$ cat config.mk
export PLATFORM = sky130hd
export DESIGN_NAME = ir_queue_flat
export DESIGN_NICKNAME = d
export VERILOG_FILES = /design/src/rtl/ir_queue_if.sv /design/src/rtl/ir_queue.sv /design/src/flat_wrapper.sv
export SDC_FILE = /design/constraint.sdc
export NUM_CORES = 1
export LEC_CHECK = 0
export ABC_AREA = 0
export BUFFER_PORTS_ARGS = -buffer_cell sky130_fd_sc_hd__buf_2
export CORE_UTILIZATION = 30
export CTS_BUF_LIST = sky130_fd_sc_hd__clkbuf_4
export DETAILED_ROUTE_END_ITERATION = 8
export PLACE_DENSITY = 0.55
export SKIP_CTS_REPAIR_TIMING = 1
export SYNTH_ARGS = -nofsm -noshare
export SYNTH_HDL_FRONTEND = slang
export SYNTH_SLANG_ARGS = --single-unit
$ cat constraint.sdc
create_clock -name clk -period 6 [get_ports clk]
set_input_delay 1.2 -clock clk [delete_from_list [all_inputs] [get_ports clk]]
set_output_delay 1.2 -clock clk [all_outputs]
set_load 0.02 [all_outputs]
$ cat src/rtl/ir_queue_if.sv
// ---------------------------------------------------------------------------
// ir_queue_if
//   Bundles the fetch-side push port, the decode-side pop port with the
//   field-split head entry, and the occupancy count of ir_queue.
//
//   Handshake (both sides): a transfer happens at a posedge where valid and
//   ready are both high. ready never depends on valid on the push side
//   (in_ready is a pure function of count); on the pop side out_valid does
//   not depend on out_ready. A flush in the same cycle cancels any transfer.
//
//   Modports:
//     master : fetch/decode side (drives flush, in_*, out_ready)
//     slave  : the queue itself (drives in_ready, out_*, fields, count)
// ---------------------------------------------------------------------------
interface ir_queue_if #(
    parameter int DEPTH = 4,
    parameter int PC_W  = 32
);
    localparam int CW = $clog2(DEPTH) + 1;

    logic            flush;
    logic            in_valid;
    logic            in_ready;
    logic [31:0]     in_instr;
    logic [PC_W-1:0] in_pc;

    logic            out_valid;
    logic            out_ready;
    logic [31:0]     out_instr;
    logic [PC_W-1:0] out_pc;

    logic [2:0]      funct3;
    logic [6:0]      funct7;
    logic [6:0]      opcode;
    logic [31:0]     i_imm;
    logic [31:0]     s_imm;
    logic [31:0]     b_imm;
    logic [31:0]     u_imm;
    logic [31:0]     j_imm;
    logic [4:0]      rs1;
    logic [4:0]      rs2;
    logic [4:0]      rd;

    logic [CW-1:0]   count;

    modport master (
        output flush, in_valid, in_instr, in_pc, out_ready,
        input  in_ready, out_valid, out_instr, out_pc,
               funct3, funct7, opcode, i_imm, s_imm, b_imm, u_imm, j_imm,
               rs1, rs2, rd, count
    );

    modport slave (
        input  flush, in_valid, in_instr, in_pc, out_ready,
        output in_ready, out_valid, out_instr, out_pc,
               funct3, funct7, opcode, i_imm, s_imm, b_imm, u_imm, j_imm,
               rs1, rs2, rd, count
    );
endinterface

$ cat src/rtl/ir_queue.sv
// ---------------------------------------------------------------------------
// ir_queue
//   DEPTH-entry instruction FIFO between fetch and decode. Each entry holds
//   an instruction word and its PC. The head entry is presented already
//   split into RV32I fields (funct3/funct7/opcode, I/S/B/U/J immediates,
//   rs1/rs2/rd). A flush discards every entry on a redirect.
//
//   Ports:
//     clk   : clock, all state changes on posedge
//     rst   : asynchronous reset, active low; clears pointers, count, storage
//     q     : ir_queue_if.slave (push port, pop port, head fields, count)
//
//   Parameters:
//     DEPTH : number of entries, power of two, >= 2
//     PC_W  : width of the stored PC
//
//   Build option:
//     IR_QUEUE_BYPASS_EN : when defined, an instruction offered to an empty
//     queue is shown on the head outputs in the same cycle and, if decode
//     takes it, is consumed without ever being written.
//
//   Output behaviour: when out_valid is low, out_instr, out_pc and every
//   decoded field read as zero.
// ---------------------------------------------------------------------------
module ir_queue #(
    parameter int DEPTH = 4,
    parameter int PC_W  = 32
) (
    input  logic         clk,
    input  logic         rst,
    ir_queue_if.slave    q
);
    localparam int AW = $clog2(DEPTH);
    localparam int CW = AW + 1;

    logic [31:0]     instr_mem [DEPTH];
    logic [PC_W-1:0] pc_mem    [DEPTH];
    logic [AW-1:0]   rd_ptr;
    logic [AW-1:0]   wr_ptr;
    logic [CW-1:0]   cnt;

    logic            not_empty;
    logic            bypass;
    logic            push;
    logic            pop;
    logic            head_valid;
    logic [31:0]     head_instr;
    logic [PC_W-1:0] head_pc;

    assign not_empty = (cnt != '0);
    assign q.in_ready = (cnt < CW'(DEPTH));
    assign q.count    = cnt;

`ifdef IR_QUEUE_BYPASS_EN
    // Empty queue with a live fetch: the incoming word is the head this cycle.
    assign bypass = !not_empty && q.in_valid && !q.flush;
`else
    assign bypass = 1'b0;
`endif

    assign head_valid  = not_empty || bypass;
    assign q.out_valid = head_valid;

    // A bypassed word that decode takes right away never occupies a slot.
    assign push = q.in_valid && q.in_ready && !(bypass && q.out_ready);
    // Only stored entries advance the read pointer.
    assign pop  = not_empty && q.out_ready;

    always_ff @(posedge clk or negedge rst) begin
        if (!rst) begin
            rd_ptr <= '0;
            wr_ptr <= '0;
            cnt    <= '0;
            for (int i = 0; i < DEPTH; i++) begin
                instr_mem[i] <= '0;
                pc_mem[i]    <= '0;
            end
        end else if (q.flush) begin
            // Redirect wins over any same-cycle push or pop.
            rd_ptr <= '0;
            wr_ptr <= '0;
            cnt    <= '0;
        end else begin
            if (push) begin
                instr_mem[wr_ptr] <= q.in_instr;
                pc_mem[wr_ptr]    <= q.in_pc;
                wr_ptr            <= wr_ptr + AW'(1);
            end
            if (pop) begin
                rd_ptr <= rd_ptr + AW'(1);
            end
            case ({push, pop})
                2'b10:   cnt <= cnt + CW'(1);
                2'b01:   cnt <= cnt - CW'(1);
                default: cnt <= cnt;
            endcase
        end
    end

    // Head selection; zeroed when nothing is valid so decode sees a clean bus.
    always_comb begin
        head_instr = '0;
        head_pc    = '0;
        if (bypass) begin
            head_instr = q.in_instr;
            head_pc    = q.in_pc;
        end else if (not_empty) begin
            head_instr = instr_mem[rd_ptr];
            head_pc    = pc_mem[rd_ptr];
        end
        if (!head_valid) begin
            head_instr = '0;
            head_pc    = '0;
        end
    end

    // RV32I field split of the head word.
    always_comb begin
        q.out_instr = head_instr;
        q.out_pc    = head_pc;
        q.funct3    = head_instr[14:12];
        q.funct7    = head_instr[31:25];
        q.opcode    = head_instr[6:0];
        q.rs1       = head_instr[19:15];
        q.rs2       = head_instr[24:20];
        q.rd        = head_instr[11:7];
        q.i_imm     = {{20{head_instr[31]}}, head_instr[31:20]};
        q.s_imm     = {{20{head_instr[31]}}, head_instr[31:25], head_instr[11:7]};
        q.b_imm     = {{19{head_instr[31]}}, head_instr[31], head_instr[7],
                       head_instr[30:25], head_instr[11:8], 1'b0};
        q.u_imm     = {head_instr[31:12], 12'h000};
        q.j_imm     = {{11{head_instr[31]}}, head_instr[31], head_instr[19:12],
                       head_instr[20], head_instr[30:21], 1'b0};
    end
endmodule

$ cat src/flat_wrapper.sv
// flat-port wrapper written by rule: the top's interface ports become plain ports
module ir_queue_flat 
#(
    parameter int DEPTH = 4,
    parameter int PC_W  = 32
)
  (clk, rst, q_flush, q_in_valid, q_in_instr, q_in_pc, q_out_ready, q_in_ready, q_out_valid, q_out_instr, q_out_pc, q_funct3, q_funct7, q_opcode, q_i_imm, q_s_imm, q_b_imm, q_u_imm, q_j_imm, q_rs1, q_rs2, q_rd, q_count);
  ir_queue_if #(.DEPTH(DEPTH), .PC_W(PC_W)) q_i ();
  input  logic clk;
  input  logic rst;
  input wire logic [$bits(q_i.flush)-1:0] q_flush;
  input wire logic [$bits(q_i.in_valid)-1:0] q_in_valid;
  input wire logic [$bits(q_i.in_instr)-1:0] q_in_instr;
  input wire logic [$bits(q_i.in_pc)-1:0] q_in_pc;
  input wire logic [$bits(q_i.out_ready)-1:0] q_out_ready;
  output wire logic [$bits(q_i.in_ready)-1:0] q_in_ready;
  output wire logic [$bits(q_i.out_valid)-1:0] q_out_valid;
  output wire logic [$bits(q_i.out_instr)-1:0] q_out_instr;
  output wire logic [$bits(q_i.out_pc)-1:0] q_out_pc;
  output wire logic [$bits(q_i.funct3)-1:0] q_funct3;
  output wire logic [$bits(q_i.funct7)-1:0] q_funct7;
  output wire logic [$bits(q_i.opcode)-1:0] q_opcode;
  output wire logic [$bits(q_i.i_imm)-1:0] q_i_imm;
  output wire logic [$bits(q_i.s_imm)-1:0] q_s_imm;
  output wire logic [$bits(q_i.b_imm)-1:0] q_b_imm;
  output wire logic [$bits(q_i.u_imm)-1:0] q_u_imm;
  output wire logic [$bits(q_i.j_imm)-1:0] q_j_imm;
  output wire logic [$bits(q_i.rs1)-1:0] q_rs1;
  output wire logic [$bits(q_i.rs2)-1:0] q_rs2;
  output wire logic [$bits(q_i.rd)-1:0] q_rd;
  output wire logic [$bits(q_i.count)-1:0] q_count;
  assign q_i.flush = q_flush;
  assign q_i.in_valid = q_in_valid;
  assign q_i.in_instr = q_in_instr;
  assign q_i.in_pc = q_in_pc;
  assign q_i.out_ready = q_out_ready;
  assign q_in_ready = q_i.in_ready;
  assign q_out_valid = q_i.out_valid;
  assign q_out_instr = q_i.out_instr;
  assign q_out_pc = q_i.out_pc;
  assign q_funct3 = q_i.funct3;
  assign q_funct7 = q_i.funct7;
  assign q_opcode = q_i.opcode;
  assign q_i_imm = q_i.i_imm;
  assign q_s_imm = q_i.s_imm;
  assign q_b_imm = q_i.b_imm;
  assign q_u_imm = q_i.u_imm;
  assign q_j_imm = q_i.j_imm;
  assign q_rs1 = q_i.rs1;
  assign q_rs2 = q_i.rs2;
  assign q_rd = q_i.rd;
  assign q_count = q_i.count;
  ir_queue #(.DEPTH(DEPTH), .PC_W(PC_W)) u_core (.clk(clk), .rst(rst), .q(q_i));
endmodule
==> results by group <==
Outcome
  – Status: complete, no violations

Clock network
  – Clk buf depth: 3
  – CTS H-tree lvls: 3
  – CTS tree: done
  – CTS Buf Count: 78
  – Clock sink total: 263
  – Reg clk slew, reported paths: 0.07 ns
  – Root buffer cell: clkbuf_4
  – Clock latency on the worst-skew pair: 0.76 ns

Timing
  – Pins Over Slew Limit: 0
  – Worst Clk Skew: 0.0519 ns
  – RSZ-0062 raised after global routing: false
  – Minimum clock period: 4.32 ns
  – Achievable Freq: 231 MHz
  – Final setup viols: 0
  – Final worst path period share: 0.720
  – Setup TNS Final: 0 ns
  – Hold Violations, Final: 0
  – Slew HR: 0.412
  – Hold WS: 0.393 ns
  – Final WS setup: 1.68 ns
  – Worst slew pin tran: 0.882 ns

Synth
  – Avg Inst Size Synth: 14.3 um^2
  – Distinct cells, synth: 30
  – Most frequent cell after synthesis: dfrtp_1
  – Top post-synthesis cells by count: dfrtp_1 (263), buf_4 (200), mux2_1 (180)
  – Post-synth EDFFs: 0
  – Synth async-reset ratio: 1.00
  – Cell Area, Synth: 13500 um^2
  – Top FF cell, synth: dfrtp_1
  – Yosys warning count: 0
  – Dominant cell type by area after synthesis: dfrtp_1
  – Mapped Cells: 940
  – Post-synthesis register bit count: 263
  – Seq/Total Area, Yosys: 0.488
  – Dominant cells by area after synthesis: dfrtp_1 (49%), mux2_1 (15%), buf_4 (11%), mux4_2 (11%), mux2_2 (6.3%)
  – Post-synth top area share: 0.488

Setup path
  – R2r endpoint: u_core.q.count[2]$_DFFE_PN0P_
  – Critical path endpoint category: output pin
  – CP max stage cell: dfrtp_4
  – Worst Reg-to-Reg Cells: 7
  – Startpoint Class: flip-flop
  – Worst Setup Path Type: flip-flop to output pin
  – R2R setup slack: 2.75 ns
  – Crit-path max FO: 34
  – CP cell instances: buf_4 -> mux4_2 -> and2_1 -> buf_2
  – Worst path arrival time: 3.12 ns
  – CP peak stage delay: 0.91 ns
  – CP required: 4.80 ns
  – Worst R2R Start: u_core.q.count[2]$_DFFE_PN0P_

Floorplanning
  – I/O pins: 330
  – # rows: 77
  – Die height: 214 um
  – Die ar.: 45800 um^2
  – Initial core utilization: 0.304
  – Core area: 44300 um^2
  – Die X-Extent: 214 um

Routing
  – DR vias: 7846
  – Starting DRT DRC Count: 208
  – Drt wl/cell: 17.1 um
  – Final WL: 30300 um
  – Routed vias/inst: 4.42
  – DRC Markers: 0
  – Pre-antenna DRT Iters: 4
  – Antenna-violating nets left: 0

Global route
  – Total GRT Usage: 0.135
  – Vias in the first global route: 8281
  – Initial antenna violation count: 8
  – GRT overflow: 0
  – Largest net degree at the start of global routing: 145
  – First-pass GRT wire length: 47900 um

Place
  – Post-DP HPWL: 19100 um
  – Post-Place Worst Slack: 2.31 ns
  – Count of input and output buffers: 315
  – Final RePlAce weighted congestion: 0.711

Power
  – P_int: 4.45 mW
  – P_leak: 7.45 nW
  – Switching Share: 0.331
  – Combinational share of power: 0.317
  – Cell Pwr Density: 436 nW/um^2
  – Clock power frac: 0.278
  – Worst vdd ir: 0.166 mV
  – Switch Pwr: 2.20 mW
  – Flop pwr share: 0.405
  – Tot Pwr: 6.65 mW

Finish
  – Multi-input logic area: 5100 um^2
  – FF+latch area: 6590 um^2
  – Layout Nets: 1189
  – Layout cells sized above 1: 0.517
  – Area delta synth->final: 12.9%
  – # fillers: 4404
  – Final Core Density: 0.344

Flow run
  – Max Cap Viol: 0

Min path
  – Min-delay worst type: input pin to async pin
-- metal layers --
layer  vias up  part of all wire  GRT usage  routed length [um]
li1       3514                 -          -                   -
met1      3968              0.42      0.162               12800
met2       295              0.49      0.225               14900
met3        61             0.059     0.0435                1790
met4         8             0.026     0.0547                 780
met5         -            0.0017          0                  51
-- state kept, by name (all words and copies together) (netlist names) --
signal / cells
u_core.wr_ptr: 2
u_core.instr_mem: 128
u_core.pc_mem: 128
u_core.rd_ptr: 2
u_core.q.count: 3
-- how the worst max path moves through the flow --
stage                                       start  slack (ns)  cells past startpoint         endpoint
finish               u_core.rd_ptr[0]$_DFFE_PN0P_        1.68                      4       q_i_imm[9]
global route         u_core.rd_ptr[0]$_DFFE_PN0P_        1.36                      3      q_b_imm[13]
CTS                  u_core.rd_ptr[0]$_DFFE_PN0P_        1.45                      4      q_u_imm[16]
detailed placement   u_core.rd_ptr[0]$_DFFE_PN0P_        2.31                      4       q_i_imm[9]
global placement     u_core.rd_ptr[0]$_DFFE_PN0P_        2.33                      4  q_out_instr[29]
floorplan           u_core.q.count[2]$_DFFE_PN0P_        1.92                      5      q_b_imm[13]
-- area by class of cell --
cell class / instances / area share
repair buffers: 326 / 0.110
clock buffers: 125 / 0.0616
diodes: 6 / 0.000986
clock inverters: 17 / 0.00986
well taps: 592 / 0.0486
multi-input cells: 442 / 0.335
inverters: 4 / 0.000986
flip-flops and latches: 263 / 0.433
-- kinds of logic (layout without fill, tap and decap cells) --
family	Yosys count	count (layout)	synth area share
buf+inv	248	472	0.139
other cells	1	20	0.000278
mux	322	322	0.322
xor+xnor	5	5	0.00325
flops	263	263	0.488
compound gates	7	7	0.00306
simple gates	89	89	0.0394
fa+ha+maj	5	5	0.00520
-- power by group through the flow --
stage,logic (mW),clock network (mW),registers [mW]
after detailed placement,2.15,0,2.72
final,2.11,1.85,2.69
after global placement,2.12,0,2.70
after CTS,2.16,1.94,2.69
after global routing,2.28,2.04,2.78
after floorplan,1.98,0,2.59
-- per-stage QoR --
| step | cells | instance area [um^2] |
|---|---|---|
| after floorplan | 953 | 13500 |
| after global placement | 1627 | 14100 |
| after detailed placement | 1627 | 14100 |
| after CTS | 1769 | 15200 |
| after global routing | 1773 | 15200 |
| final | 1775 | 15200 |
-- worst max-delay path, delay by kind of cell, from the launching register on --
kind                   cells  cell delay [ns]
DFF                        1             0.91
buffers and inverters      2             0.66
muxes                      1             0.54
and+or+nand+nor            1             0.25
-- placed cells by master (no fill, tap or decap), types with 3 or more instances in the layout --
master       n
and2_4       3
dfrtp_1    261
xor2_1       3
mux2_1     180
diode_2      6
o21ai_0      3
clkbuf_4   125
nand2_1      7
buf_4       10
and2_1      63
buf_2      314
ha_1         4
nand3_1      3
mux2_2      76
nor2_1       5
inv_1        4
mux4_2      64
conb_1      14
bufinv_16    3
clkinv_1     9
Power figures use the tool's default switching activity.
